### src/rtl/mma_seq_pkg.sv
// Shared types for the K-tile GEMM sequencer: FSM states, accumulator load selects and defaults.
package mma_seq_pkg;

    localparam int KCNT_W_DEF = 8;
    localparam int P_DEF      = 8;

    typedef logic [4*P_DEF-1:0] acc_elem_t;

    typedef enum logic [2:0] {
        IDLE  = 3'd0,
        FETCH = 3'd1,
        ISSUE = 3'd2,
        WAIT  = 3'd3,
        OUT   = 3'd4
    } seq_state_e;

    typedef enum logic [1:0] {
        ACC_HOLD = 2'd0,
        ACC_ZERO = 2'd1,
        ACC_BIAS = 2'd2,
        ACC_D    = 2'd3
    } acc_sel_e;

endpackage

### src/rtl/mma_seq_acc_reg.sv
// M x N accumulator register; loads zero, a bias matrix or the MAC result, otherwise holds.
module mma_seq_acc_reg
    import mma_seq_pkg::*;
#(
    parameter int M     = 2,
    parameter int N     = 2,
    parameter int ACC_W = 32
) (
    input  logic                           clk_i,
    input  logic                           rst_i,
    input  acc_sel_e                       sel_i,
    input  logic [M-1:0][N-1:0][ACC_W-1:0] bias_i,
    input  logic [M-1:0][N-1:0][ACC_W-1:0] d_i,
    output logic [M-1:0][N-1:0][ACC_W-1:0] acc_o
);

    logic [M-1:0][N-1:0][ACC_W-1:0] r_acc;

    // accumulator storage with synchronous active-high reset
    always_ff @(posedge clk_i) begin
        if (rst_i) begin
            r_acc <= '0;
        end else begin
            case (sel_i)
                ACC_ZERO: r_acc <= '0;
                ACC_BIAS: r_acc <= bias_i;
                ACC_D:    r_acc <= d_i;
                default:  r_acc <= r_acc;
            endcase
        end
    end

    assign acc_o = r_acc;

endmodule

### src/rtl/mma_ktile_sequencer.sv
// K-dimension reduction sequencer: fetch tile, issue to MAC, feed D back as C, emit final accumulator.
// Optional feature macro: MMA_SEQ_BIAS_EN (adds cmd_bias_i, used as the initial accumulator).
module mma_ktile_sequencer
    import mma_seq_pkg::*;
#(
    parameter int M      = 2,
    parameter int N      = 2,
    parameter int K      = 2,
    parameter int P      = 8,
    parameter int KCNT_W = KCNT_W_DEF
) (
    input  logic                           clk_i,
    input  logic                           rst_ni,
    input  logic                           cmd_valid_i,
    output logic                           cmd_ready_o,
    input  logic [KCNT_W-1:0]              cmd_ktiles_i,
    input  logic                           cmd_halved_i,
`ifdef MMA_SEQ_BIAS_EN
    input  logic [M-1:0][N-1:0][4*P-1:0]   cmd_bias_i,
`endif
    input  logic                           tile_valid_i,
    output logic                           tile_ready_o,
    input  logic [M-1:0][K-1:0][P-1:0]     tile_a_i,
    input  logic [K-1:0][N-1:0][P-1:0]     tile_b_i,
    output logic                           mma_valid_o,
    input  logic                           mma_ready_i,
    output logic [M-1:0][K-1:0][P-1:0]     mma_a_o,
    output logic [K-1:0][N-1:0][P-1:0]     mma_b_o,
    output logic [M-1:0][N-1:0][4*P-1:0]   mma_c_o,
    output logic                           mma_halved_o,
    input  logic                           mma_valid_i,
    output logic                           mma_ready_o,
    input  logic [M-1:0][N-1:0][4*P-1:0]   mma_d_i,
    output logic                           res_valid_o,
    input  logic                           res_ready_i,
    output logic [M-1:0][N-1:0][4*P-1:0]   res_d_o,
    output logic                           busy_o
);

    seq_state_e                     r_state;
    seq_state_e                     w_next;
    logic [KCNT_W-1:0]              r_cnt;
    logic [KCNT_W-1:0]              r_ktiles;
    logic [KCNT_W-1:0]              w_cnt_nxt;
    logic                           r_halved;
    logic [M-1:0][K-1:0][P-1:0]     r_a;
    logic [K-1:0][N-1:0][P-1:0]     r_b;
    logic [M-1:0][N-1:0][4*P-1:0]   w_acc;
    logic [M-1:0][N-1:0][4*P-1:0]   w_bias;
    acc_sel_e                       w_acc_sel;
    logic                           w_cmd_fire;
    logic                           w_tile_fire;
    logic                           w_d_fire;

`ifdef MMA_SEQ_BIAS_EN
    assign w_bias = cmd_bias_i;
`else
    assign w_bias = '0;
`endif

    assign w_cmd_fire  = (r_state == IDLE)  && cmd_valid_i;
    assign w_tile_fire = (r_state == FETCH) && tile_valid_i;
    // results drained in IDLE are discarded; only WAIT loads the accumulator
    assign w_d_fire    = (r_state == WAIT)  && mma_valid_i;
    assign w_cnt_nxt   = r_cnt + {{(KCNT_W-1){1'b0}}, 1'b1};

    // FSM state register
    always_ff @(posedge clk_i) begin
        if (rst_ni) begin
            r_state <= IDLE;
        end else begin
            r_state <= w_next;
        end
    end

    // FSM next-state logic
    always_comb begin
        w_next = r_state;
        case (r_state)
            IDLE: begin
                if (cmd_valid_i) begin
                    w_next = (cmd_ktiles_i == '0) ? OUT : FETCH;
                end else begin
                    w_next = IDLE;
                end
            end
            FETCH:   w_next = tile_valid_i ? ISSUE : FETCH;
            ISSUE:   w_next = mma_ready_i ? WAIT : ISSUE;
            WAIT: begin
                if (mma_valid_i) begin
                    w_next = (w_cnt_nxt == r_ktiles) ? OUT : FETCH;
                end else begin
                    w_next = WAIT;
                end
            end
            OUT:     w_next = res_ready_i ? IDLE : OUT;
            default: w_next = IDLE;
        endcase
    end

    // FSM outputs decoded from the state register
    always_comb begin
        cmd_ready_o  = 1'b0;
        tile_ready_o = 1'b0;
        mma_valid_o  = 1'b0;
        mma_ready_o  = 1'b0;
        res_valid_o  = 1'b0;
        busy_o       = 1'b1;
        case (r_state)
            IDLE: begin
                cmd_ready_o = 1'b1;
                mma_ready_o = 1'b1;
                busy_o      = 1'b0;
            end
            FETCH:   tile_ready_o = 1'b1;
            ISSUE:   mma_valid_o  = 1'b1;
            WAIT:    mma_ready_o  = 1'b1;
            OUT:     res_valid_o  = 1'b1;
            default: busy_o       = 1'b1;
        endcase
    end

    // accumulator load select
    always_comb begin
        w_acc_sel = ACC_HOLD;
        if (w_cmd_fire) begin
`ifdef MMA_SEQ_BIAS_EN
            w_acc_sel = ACC_BIAS;
`else
            w_acc_sel = ACC_ZERO;
`endif
        end else if (w_d_fire) begin
            w_acc_sel = ACC_D;
        end else begin
            w_acc_sel = ACC_HOLD;
        end
    end

    // command latches, tile counter and operand registers
    always_ff @(posedge clk_i) begin
        if (rst_ni) begin
            r_cnt    <= '0;
            r_ktiles <= '0;
            r_halved <= 1'b0;
            r_a      <= '0;
            r_b      <= '0;
        end else begin
            if (w_cmd_fire) begin
                r_cnt    <= '0;
                r_ktiles <= cmd_ktiles_i;
                r_halved <= cmd_halved_i;
            end else if (w_d_fire) begin
                r_cnt    <= w_cnt_nxt;
            end
            if (w_tile_fire) begin
                r_a <= tile_a_i;
                r_b <= tile_b_i;
            end
        end
    end

    mma_seq_acc_reg #(
        .M     (M),
        .N     (N),
        .ACC_W (4*P)
    ) u_acc (
        .clk_i  (clk_i),
        .rst_i  (rst_ni),
        .sel_i  (w_acc_sel),
        .bias_i (w_bias),
        .d_i    (mma_d_i),
        .acc_o  (w_acc)
    );

    assign mma_a_o      = r_a;
    assign mma_b_o      = r_b;
    assign mma_c_o      = w_acc;
    assign res_d_o      = w_acc;
    assign mma_halved_o = r_halved;

endmodule

### config.mk
export PLATFORM = sky130hd
export DESIGN_NAME = mma_ktile_sequencer
export DESIGN_NICKNAME = d
export VERILOG_FILES = /design/src/rtl/mma_seq_pkg.sv /design/src/rtl/mma_seq_acc_reg.sv /design/src/rtl/mma_ktile_sequencer.sv
export SDC_FILE = /design/constraint.sdc
export NUM_CORES = 1
export LEC_CHECK = 0
export ABC_AREA = 1
export ABC_CLOCK_PERIOD_IN_PS = 1900
export CAP_MARGIN = 20
export CELL_PAD_IN_SITES_DETAIL_PLACEMENT = 0
export CELL_PAD_IN_SITES_GLOBAL_PLACEMENT = 1
export CORE_AREA = 5 5 204 206
export DETAILED_ROUTE_END_ITERATION = 6
export DIE_AREA = 0 0 209 211
export PLACE_DENSITY_LB_ADDON = 0.1
export SETUP_SLACK_MARGIN = 0.15
export SKIP_LAST_GASP = 1
export SYNTH_ARGS = -nofsm -noshare
export SYNTH_HDL_FRONTEND = slang
export SYNTH_SLANG_ARGS = --single-unit
### constraint.sdc
create_clock -name clk_i -period 1.9 [get_ports clk_i]
set_input_delay 0.285 -clock clk_i [delete_from_list [all_inputs] [get_ports clk_i]]
set_output_delay 0.285 -clock clk_i [all_outputs]
set_load 0.02 [all_outputs]
### Yosys cells after proc, flatten, opt, wreduce, memory -nomap -nowiden

Cells that the tools add are included.

| storage, ports and cells | value |
|---|---|
| logic and storage cells | 51 |
| register bits | 212 |
| input bits | 208 |

| cells by class | value |
|---|---|
| add/subtract/negate cells | 1 |
| equality and inequality tests | 8 |
| reduce and logical (&&, ||, !) cells | 9 |
| mux-type cells | 17 |

Operators by type and width:

| cell | count |
|---|---|
| one-hot mux 128 bit (2 select lines) | 1 |
| two-way mux 3 bit | 5 |
| one-hot mux 3 bit (5 select lines) | 1 |
| adder 8 x 1 -> 8 bit, second input constant | 1 |
| == test 8 bit | 1 |
| logical NOT 8 bit | 1 |
| two-way mux 1 bit | 7 |
| == test 3 x 2 -> 1 bit, second input constant | 2 |
| two-way mux 2 bit | 3 |
| OR reduction 2 bit | 3 |
| == test 2 bit, second input constant | 2 |
| == test 3 x 1 -> 1 bit, second input constant | 1 |
| == test 3 bit, second input constant | 1 |
| logical AND 1 bit | 3 |
| logical NOT 3 bit | 1 |
| == test 2 x 1 -> 1 bit, second input constant | 1 |
| nonzero test 2 bit | 1 |

### Depth between registers and ports, before layout

Gate-level depths: netlist of the first run.

| logic depth | value |
|---|---|
| depth after elaboration | 7 |
| gate-level depth with buffers | 12 |
| gate-level depth less buffers | 12 |

### Hierarchy

Synthesis of the first run repeated with hierarchy kept, for this count alone.

| second synthesis, totals | value |
|---|---|
| cell total of the unflattened synthesis | 1,573 |
| area, all modules | 11,134.4 µm² |

By module, submodules not included:

| module | cells an instance | instances | seq. area each (µm²) | area each (µm²) |
|---|---|---|---|---|
| mma_seq_acc_reg | 984 | 1 | 2,562.5 | 6,735.2 |
| mma_ktile_sequencer | 589 | 1 | 1,681.6 | 4,399.2 |

### Worst setup path after synthesis of the first run

No wires, ideal clock.

| path | value |
|---|---|
| path type | reg-to-reg |
| from | reg r_state[1] |
| to | reg r_ktiles[5] |
| path slack | 0.417 ns |
| data required time | 1.781 ns |
| data arrival time | 1.364 ns |
| setup time | 0.119 ns |
| stages on the path, launching flop included | 9 |
| path through | dfxtp_1 -> nor2_1 -> inv_1 -> nor2_2 -> nand2_1 -> buf_2 -> buf_2 -> o21ai_0 -> a21oi_1 |

| on the way | value |
|---|---|
| word-level cells in the longest chain between the ends | 2 |

Ends and longest elaborated chain:

| element | RTL line | source |
|---|---|---|
| from (decl) | mma_ktile_sequencer.sv:40 | `seq_state_e r_state;` |
| from (signal assigned) | mma_ktile_sequencer.sv:72 | `r_state <= w_next;` |
| logical NOT 3 bit | mma_ktile_sequencer.sv:61 | `assign w_cmd_fire = (r_state == IDLE) && cmd_valid_i;` |
| logical AND 1 bit | mma_ktile_sequencer.sv:61 |  |
| to (signal assigned) | mma_ktile_sequencer.sv:150 | `r_ktiles <= cmd_ktiles_i;` |
| to (decl) | mma_ktile_sequencer.sv:43 | `logic [KCNT_W-1:0] r_ktiles;` |

Every way passes these cells.
A chain may end at the register's enable or synchronous reset.

### Worst setup path after layout of the first run

| path | value |
|---|---|
| from | reg r_state[2] |
| to | out mma_ready_o |

| on the way | value |
|---|---|
| word-level cells in the longest chain between the ends | 3 |

Ends and longest elaborated chain:

| element | RTL line | source |
|---|---|---|
| == test 3 x 2 -> 1 bit / logical NOT 3 bit (equally long branches) | mma_ktile_sequencer.sv:109 | `case (r_state)` |
| OR reduction 2 bit (no line) (*) | n/a |  |
| two-way mux 1 bit (*) | mma_ktile_sequencer.sv:109 |  |
| to (decl) | mma_ktile_sequencer.sv:32 | `output logic mma_ready_o,` |

Mark *: on every way between the ends. The rest lies on a longest branch, timed or not.

==> results of run 1 <==
[metrics by stage]
step | util | hold slack [ps]
after floorplan | - | 432
after global placement | 0.352 | 447
after detailed placement | 0.352 | 455
final | 0.364 | 185
after global routing | 0.364 | 185
after CTS | 0.363 | 157
[state kept, by name, summed over array words and instances (netlist names)]
register / flops
r_cnt: 8
r_state: 3
r_ktiles: 8
mma_halved_o: 1
u_acc.acc_o: 128
mma_b_o: 32
mma_a_o: 32
[area by class of cell]
type,count,area (um2)
fillers,4291,25100
clock buffers,39,813
flip-flops and latches,212,4250
clock inverters,7,38.8
well taps,525,657
inverters,30,115
multi-input cells,697,3260
repair buffers,558,5230
[logic make-up (layout without fill, tap and decap cells)]
group / after synthesis / after routing / share of synthesized area
AO/OA/AOI/OAI: 229 / 229 / 0.129
adder cells (fa/ha/maj): 1 / 1 / 0.00139
buffers and inverters: 246 / 634 / 0.170
flip-flops: 212 / 212 / 0.472
AND/OR/NAND/NOR: 467 / 467 / 0.227
[repair_timing]
action | 4_1_cts | 5_1_grt
pin swaps | 0 | 3
setup buffers | 0 | 1
endpoints found under the setup margin | 327 | 100
gates resized for setup | 352 | 23
[synthesized netlist by cell type (10+ instances only)]
library cell,instances,area (um2)
nand2_1,231,867
a21oi_1,209,1050
o21ai_0,12,60.1
buf_4,129,968
inv_1,27,101
nand3_1,213,1070
clkbuf_1,38,143
dfxtp_1,212,4240
buf_6,10,113
buf_2,39,195
nor2_1,14,52.6
[layer usage]
layer	wire, um	share of wire
met3	3500	0.092
met2	18600	0.49
met1	15200	0.40
met4	493	0.013
met5	20	0.00053
[worst paths after layout]
path,start,to,cells after the start
max,r_state[2]$_SDFF_PP0_,mma_ready_o,6
min,tile_valid_i,mma_a_o[31]$_SDFFE_PP0P_,3
max reg2reg,r_state[2]$_SDFF_PP0_,u_acc.acc_o[45]$_SDFFE_PP0P_,8
min reg2reg,mma_b_o[21]$_SDFFE_PP0P_,mma_b_o[21]$_SDFFE_PP0P_,2
[worst max-delay path, cell delays in order, from the launching register on]
cell and delay, ps:
dfxtp_4 360, inv_2 70, nand2_2 80, nor2_4 120, inv_2 70, nand2_2 70
buf_6 120
[power breakdown]
group / switching (mW) / internal (mW)
sequential: 0.0589 / 4.55
combinational: 0.733 / 0.645
clock: 1.97 / 2.94
==> flow_metrics.tcl, run 1 <==
set metrics [dict create \
    detail-route-antenna-nets 0 \
    worstSkewPairLatency_ps 530 \
    dr_total_vias 8974 \
    grt_start_max_net_pins 131 \
    finalSetupTns_ps 0 \
    die_x_um 209 \
    grt_util_met1 0.188 \
    crit_arrival_ps 1440 \
    routabilityCongestion 0.731 \
    hold_violations 0 \
    io_pins 535 \
    routed_wl_um 37900 \
    num_antenna_cells 0 \
    rsz0062_at_grt "true" \
    async_reset_ff_frac 0 \
    cts_buffers 28 \
    track_usage 0.157 \
    dieArea_um2 44100 \
    avgSynthCellArea_um2 7.79 \
    finClkSkew_ps 13.8 \
    layoutNonFillerInstCount 2068 \
    grt_overflow_total 0 \
    nets 1736 \
    fp.coreArea_um2 39500 \
    fmax_mhz 581 \
    holdBufCountCts 0 \
    vias_per_cell 4.34 \
    layout_common_cells "dlygate4sd2_1 (321), nand2_1 (227), nand3_1 (213), a21oi_1 (209), dfxtp_1 (209)" \
    grt-busiest-layer "met2" \
    layout_commonest_cell "dlygate4sd2_1" \
    clkSinkCount 212 \
    crit_type "reg -> out" \
    yosys_register_bits 212 \
    firstDrtPassIters 4 \
    wl_per_cell_um 18.3 \
    cap_violations 0 \
    worstMarginPinSlew_ps 752 \
    ys.flop_type "dfxtp_1" \
    drcViolationCount 0 \
    crit_required_ps 1620 \
    grt_pass1_wl_um 55400 \
    p_leak_nw 6.51 \
    layout-drive-gt1-share 0.0616 \
    grt_pass1_vias 8940 \
    slew_violations 0 \
    clockBufferDepth 3 \
    r2r_slack_ps 290 \
    portBuffers 534 \
    hpwl_um 27300 \
    ys_seq_area_frac 0.472 \
    areaGrowthSynthToFinish_pct 59.8 \
    power_density_nw_per_um2 759 \
    place_area_um2 13900 \
    antenna_found_initial 1 \
    die_h_um 211 \
    layout_min_cycle_time_ps 1720 \
    clkTransAtPathRegs_ps 60 \
    peakVddDrop_uv 576 \
    hp-class "in -> reg" \
    pre_cts_slack_ps -33.3 \
    yosysWarnings 0 \
    synth_edf_count 0 \
    placed_cells 2021 \
    clockRootBuffer "clkbuf_16" \
    run_status "finished clean" \
    cp_max_fo 4 \
    met3_usage 0.0588 \
    worst_slack_ps 180 \
    synth_nets 1364 \
    syn_inst 1155 \
    post-route-period-util 0.905 \
    rows 73 \
    synth_area_um2 8990 \
    cts_tree "done" \
    h-tree-depth 1 \
    p_total_mw 10.9 \
    fin_area_um2 14400 \
    start_kind "flip-flop" \
    yosysUniqueCellTypes 25 \
    setup_violations 0 \
    drt_iter0_drc 339 \
    worstSetupEndpointType "output port" \
    initial_core_util 0.228 \
    slew_headroom 0.498 \
    met2_usage 0.275 \
]
Power figures use the tool's default switching activity.
==> run 2, diff against run 1 <==
--- a/config.mk
+++ b/config.mk
@@ -8,12 +8,9 @@
 export ABC_AREA = 1
 export ABC_CLOCK_PERIOD_IN_PS = 1900
 export CAP_MARGIN = 20
-export CELL_PAD_IN_SITES_DETAIL_PLACEMENT = 0
-export CELL_PAD_IN_SITES_GLOBAL_PLACEMENT = 1
-export CORE_AREA = 5 5 204 206
+export CORE_AREA = 5 5 207 209
 export DETAILED_ROUTE_END_ITERATION = 6
-export DIE_AREA = 0 0 209 211
-export PLACE_DENSITY_LB_ADDON = 0.1
+export DIE_AREA = 0 0 212 214
 export SETUP_SLACK_MARGIN = 0.15
 export SKIP_LAST_GASP = 1
 export SYNTH_ARGS = -nofsm -noshare
==> run 2 against run 1 <==
  * Core utilization down 0.54 points
  * Clock-buffer cell count down 6
  * Clock skew up 2.2 ps
  * Critical path depth unchanged
  * Hold slack worse by 40 ps
==> flow_metrics.tcl, run 2 (synthesized netlist as in run 1, its figures left out) <==
set metrics [dict create \
    path_cells "inv_4 -> nand2_4 -> nor2_4 -> inv_2 -> nand2_2 -> buf_6" \
    crit_start "r_state[2]$_SDFF_PP0_" \
    regArea_um2 4260 \
    rsz0062_at_grt "true" \
    routed_wl_um 35000 \
    start_kind "flip-flop" \
    fillerInstances 4311 \
    cts_buffers 24 \
    nets 1752 \
    grt_pass1_vias 9137 \
    portBuffers 534 \
    finClkSkew_ps 16.0 \
    run_status "finished clean" \
    critical-path-slowest-cell "dfxtp_4" \
    hp-class "in -> reg" \
    fmax_mhz 585 \
    cts_tree "done" \
    layout-drive-gt1-share 0.0717 \
    drcViolationCount 0 \
    die_h_um 214 \
    layout_min_cycle_time_ps 1710 \
    timing.rr.end "u_acc.acc_o[123]$_SDFFE_PP0P_" \
    holdWs_ps 146 \
    finalSetupTns_ps 0 \
    grt_start_max_net_pins 107 \
    power_density_nw_per_um2 746 \
    wl_per_cell_um 16.7 \
    grt_pass1_wl_um 53000 \
    dieArea_um2 45400 \
    crit_required_ps 1620 \
    peakVddDrop_uv 624 \
    dr_total_vias 9242 \
    worstSetupEndpointType "output port" \
    hold_depth 4 \
    grt_overflow_total 0 \
    post-route-period-util 0.900 \
    die_x_um 212 \
    cp_max_fo 4 \
    clockBufferDepth 3 \
    holdBufCountCts 0 \
    slew_violations 0 \
    antenna_found_initial 0 \
    fin_area_um2 14600 \
    layout_commonest_cell "dlygate4sd2_1" \
    clockRootBuffer "clkbuf_16" \
    routabilityCongestion 0.790 \
    worst_slack_ps 191 \
    r2r_slack_ps 230 \
    reg2regPathDepth 10 \
    num_antenna_cells 0 \
    slew_headroom 0.616 \
    layout_common_cells "dlygate4sd2_1 (321), nand2_1 (227), nand3_1 (213), a21oi_1 (209), dfxtp_1 (208)" \
    worstSkewPairLatency_ps 540 \
    endpoint "mma_ready_o" \
    areaGrowthSynthToFinish_pct 62.1 \
    clkTransAtPathRegs_ps 60 \
    multi_input_area_um2 3280 \
    pre_cts_slack_ps -5.64 \
    track_usage 0.142 \
    crit_arrival_ps 1420 \
    initial_core_util 0.221 \
    drt_iter0_drc 479 \
    h-tree-depth 1 \
    largest_register_ff_count 128 \
    slowest_delay_ps 400 \
    reg2reg_from "r_state[2]$_SDFF_PP0_" \
    cap_violations 0 \
    vias_per_cell 4.42 \
    setup_violations 0 \
    place_area_um2 14000 \
    firstDrtPassIters 6 \
    p_leak_nw 6.61 \
    hold_violations 0 \
    rows 74 \
    worstMarginPinSlew_ps 576 \
    crit_type "reg -> out" \
    detail-route-antenna-nets 0 \
    fp.coreArea_um2 40600 \
    clkSinkCount 212 \
    io_pins 535 \
    hpwl_um 26000 \
]
[run 2: changes by cell type in the layout (fill, tap and decap cells not counted), sizes merged]
cell / previous run / this run
clkinv: 7 / 8
clkbuf: 39 / 33
buf: 32 / 52
bufinv: 0 / 3
[run 2: per-stage QoR]
step	utilization	power (mW)	instances
2_1_floorplan	-	5.30	1155
3_3_place_gp	0.345	6.19	2040
3_5_place_dp	0.345	6.20	2040
4_1_cts	0.357	11.1	2089
5_1_grt	0.359	11.4	2093
6_report	0.359	10.9	2093
[run 2: report_power, final]
group | leakage (nW) | internal [mW] | switching [mW] | total, mW
registers | 1.72 | 4.55 | 0.0669 | 4.61
logic | 4.49 | 0.715 | 0.733 | 1.45
clock network | 0.407 | 2.90 | 1.92 | 4.82
total | 6.61 | 8.16 | 2.72 | 10.9
[run 2: repair_timing]
item	CTS	global route
setup endpoints to repair	328	29
pin swaps	3	3
buffers inserted	5	4
hold endpoints to repair	0	0
gates resized for setup	357	25
[run 2: routing by layer]
metal,share of wire,vias up,global-route usage
li1,-,4502,-
met1,0.37,4286,0.157
met2,0.50,408,0.256
met3,0.099,46,0.0500
met4,0.026,0,0.0393
met5,0,-,0
[run 2: worst max-delay path: cells and delay by family, from the launching register on]
kind,cells,cell delay (ps)
flops,1,400
buf+inv,3,280
simple gates,3,210
[run 2: area by class of cell]
type                       count  share of cell area
inverter                      30             0.00806
clock inverter                11             0.00995
clock buffer                  33              0.0462
tap                          532              0.0456
multi-input combinational    697               0.225
timing repair buffer         578               0.373
sequential                   212               0.292
[run 2: worst min path at each step]
stage                             start                          end
2_1_floorplan                mma_d_i[0]  u_acc.acc_o[0]$_SDFFE_PP0P_
3_3_place_gp    mma_b_o[0]$_SDFFE_PP0P_      mma_b_o[0]$_SDFFE_PP0P_
3_5_place_dp   mma_a_o[21]$_SDFFE_PP0P_     mma_a_o[21]$_SDFFE_PP0P_
4_1_cts                          rst_ni     r_ktiles[1]$_SDFFE_PP0P_
5_1_grt                          rst_ni     r_ktiles[6]$_SDFFE_PP0P_
6_report                         rst_ni     r_ktiles[1]$_SDFFE_PP0P_
==> run 3, diff against run 2 <==
--- a/config.mk
+++ b/config.mk
@@ -8,11 +8,13 @@
 export ABC_AREA = 1
 export ABC_CLOCK_PERIOD_IN_PS = 1900
 export CAP_MARGIN = 20
-export CORE_AREA = 5 5 207 209
+export CORE_AREA = 2 2 210 212
 export DETAILED_ROUTE_END_ITERATION = 6
 export DIE_AREA = 0 0 212 214
+export REMOVE_ABC_BUFFERS = 1
 export SETUP_SLACK_MARGIN = 0.15
 export SKIP_LAST_GASP = 1
 export SYNTH_ARGS = -nofsm -noshare
 export SYNTH_HDL_FRONTEND = slang
 export SYNTH_SLANG_ARGS = --single-unit
+export TNS_END_PERCENT = 20
==> run 3 against run 2 <==
  * Non-clock buffer count grew 4
  * Sequential power is essentially flat
  * Combinational power grew 3%
  * Core utilization shrank 0.69 points
  * Critical path depth shrank 5
  * Worst setup slack lost 110 ps
  * Clock skew shrank 2.1 ps
  * Critical path type unchanged
==> flow_metrics.tcl, run 3 (synthesized netlist as in run 1, its figures left out) <==
set metrics [dict create \
    hold_depth 2 \
    rsz0062_at_grt "true" \
    h-tree-depth 1 \
    holdWs_ps 43.4 \
    cts_buffers 25 \
    finalSetupTns_ps 0 \
    detail-route-antenna-nets 0 \
    clockPowerShare 0.432 \
    routed_wl_um 35200 \
    layout_min_cycle_time_ps 1820 \
    hpwl_um 26100 \
    grt_pass1_vias 8990 \
    hp-class "in -> reg" \
    fillerInstances 4430 \
    worstHoldStart "rst_ni" \
    worstHoldEndpoint "mma_b_o[6]$_SDFFE_PP0P_" \
    cp_max_fo 3 \
    dieArea_um2 45400 \
    layout_common_cells "clkdlybuf4s50_1 (406), nand2_1 (227), nand3_1 (213), a21oi_1 (209), dfxtp_1 (208)" \
    largest_register_ff_count 128 \
    post-route-util 0.352 \
    crit_type "reg -> out" \
    p_switching_mw 2.64 \
    slew_headroom 0.692 \
    antenna_found_initial 3 \
    clockBufferDepth 3 \
    worst_slack_ps 78.8 \
    cts_tree "done" \
    grt_overflow_total 0 \
    areaGrowthSynthToFinish_pct 67.8 \
    slew_violations 0 \
    worstMarginPinSlew_ps 462 \
    setup_violations 0 \
    routabilityCongestion 0.832 \
    grt_start_max_net_pins 98 \
    crit_arrival_ps 1540 \
    p_leak_nw 6.50 \
    cap_violations 0 \
    layout-drive-gt1-share 0.0717 \
    run_status "finished clean" \
    wl_per_cell_um 16.4 \
    p_seq_frac 0.429 \
    reg2regPathDepth 10 \
    grt_pass1_wl_um 53000 \
    worst-path-buf-inv 1 \
    post-route-period-util 0.959 \
    start_kind "flip-flop" \
    pre_cts_slack_ps 95.2 \
    die_x_um 212 \
    drt_iter0_drc 549 \
    drcViolationCount 0 \
    die_h_um 214 \
    worstSetupEndpointType "output port" \
    critical-path-slowest-cell "clkdlybuf4s50_1" \
    layout_commonest_cell "clkdlybuf4s50_1" \
    worstSkewPairLatency_ps 520 \
    timing.rr.end "u_acc.acc_o[15]$_SDFFE_PP0P_" \
    p_int_mw 8.10 \
    clockRootBuffer "clkbuf_16" \
    hold_violations 0 \
    fp.coreArea_um2 42900 \
    initial_core_util 0.210 \
    clkTransAtPathRegs_ps 60 \
    num_antenna_cells 0 \
    track_usage 0.147 \
    place_area_um2 14200 \
    r2r_slack_ps 230 \
    slowest_delay_ps 640 \
    fmax_mhz 549 \
    path_delay_family "buffers and inverters" \
    vias_per_cell 4.26 \
    dr_total_vias 9137 \
    io_pins 535 \
    crit_required_ps 1620 \
    peakVddDrop_uv 571 \
    portBuffers 534 \
    rows 76 \
    nets 1757 \
    reg2reg_from "r_state[1]$_SDFF_PP0_" \
    power_density_nw_per_um2 712 \
    finClkSkew_ps 13.9 \
    path_cells "clkdlybuf4s50_1" \
    firstDrtPassIters 5 \
    power_frac_comb 0.139 \
    clkSinkCount 212 \
    p_sw_frac 0.246 \
    fin_area_um2 15100 \
]
## run 3: cell count changes in the layout (fill, tap and decap cells not counted), sizes merged
| cell | before | now |
|---|---|---|
| dlygate4sd2 | 321 | 59 |
| clkdlybuf4s50 | 205 | 406 |
| dlymetal6s2s | 0 | 61 |
| clkinv | 8 | 2 |
| clkbuf | 33 | 38 |
| buf | 52 | 56 |
| bufinv | 3 | 1 |
## run 3: worst max path at each step
stage | cells past startpoint | start | to | slack, ps
6_report | 1 | u_acc.acc_o[37]$_SDFFE_PP0P_ | mma_c_o[37] | 80
5_1_grt | 1 | u_acc.acc_o[37]$_SDFFE_PP0P_ | mma_c_o[37] | 30
4_1_cts | 6 | r_state[2]$_SDFF_PP0_ | mma_ready_o | 30
3_5_place_dp | 7 | mma_valid_i | u_acc.acc_o[101]$_SDFFE_PP0P_ | 100
3_3_place_gp | 11 | mma_valid_i | r_state[0]$_SDFF_PP0_ | 40
2_1_floorplan | 4 | r_state[0]$_SDFF_PP0_ | r_state[1]$_SDFF_PP0_ | -4870
## run 3: per-layer routing
| layer | track usage | part of all wire | routed length (um) |
|---|---|---|---|
| met1 | 0.182 | 0.42 | 14700 |
| met2 | 0.255 | 0.50 | 17500 |
| met3 | 0.0281 | 0.056 | 1960 |
| met4 | 0.0502 | 0.027 | 949 |
| met5 | 0 | 0.00077 | 27 |
## run 3: repair_timing
action,4_1_cts,5_1_grt
buffers inserted,1,1
pin swaps,0,4
setup endpoints to repair,327,330
cloned,0,0
hold buffers,0,0
resized for setup,89,81
## run 3: layout make-up
class                      count  area, um2  area share
clock inverter                 3       40.0     0.00265
clock buffer                  38        744      0.0493
tap                          585        732      0.0485
multi-input combinational    697       3270       0.216
inverter                      30        118     0.00779
sequential                   212       4250       0.282
timing repair buffer         582       5940       0.393
## run 3: worst register-to-register path, delay by kind of cell, from the launching register on
family	cells	cell delay [ps]
flops	1	390
simple gates	4	320
buf+inv	5	730
compound gates	1	150
## run 3: power by group through the flow
stage	logic [mW]	clock network (mW)	registers (mW)
finish	1.49	4.64	4.61
global route	1.60	4.96	4.62
CTS	1.48	4.79	4.61
detailed placement	1.49	0	4.71
global placement	1.49	0	4.70
floorplan	0.343	0	4.82
## run 3: through the flow
step,total power [mW],std cells
floorplan,5.16,939
global placement,6.19,2104
detailed placement,6.19,2104
CTS,10.9,2146
global route,11.2,2147
finish,10.7,2147
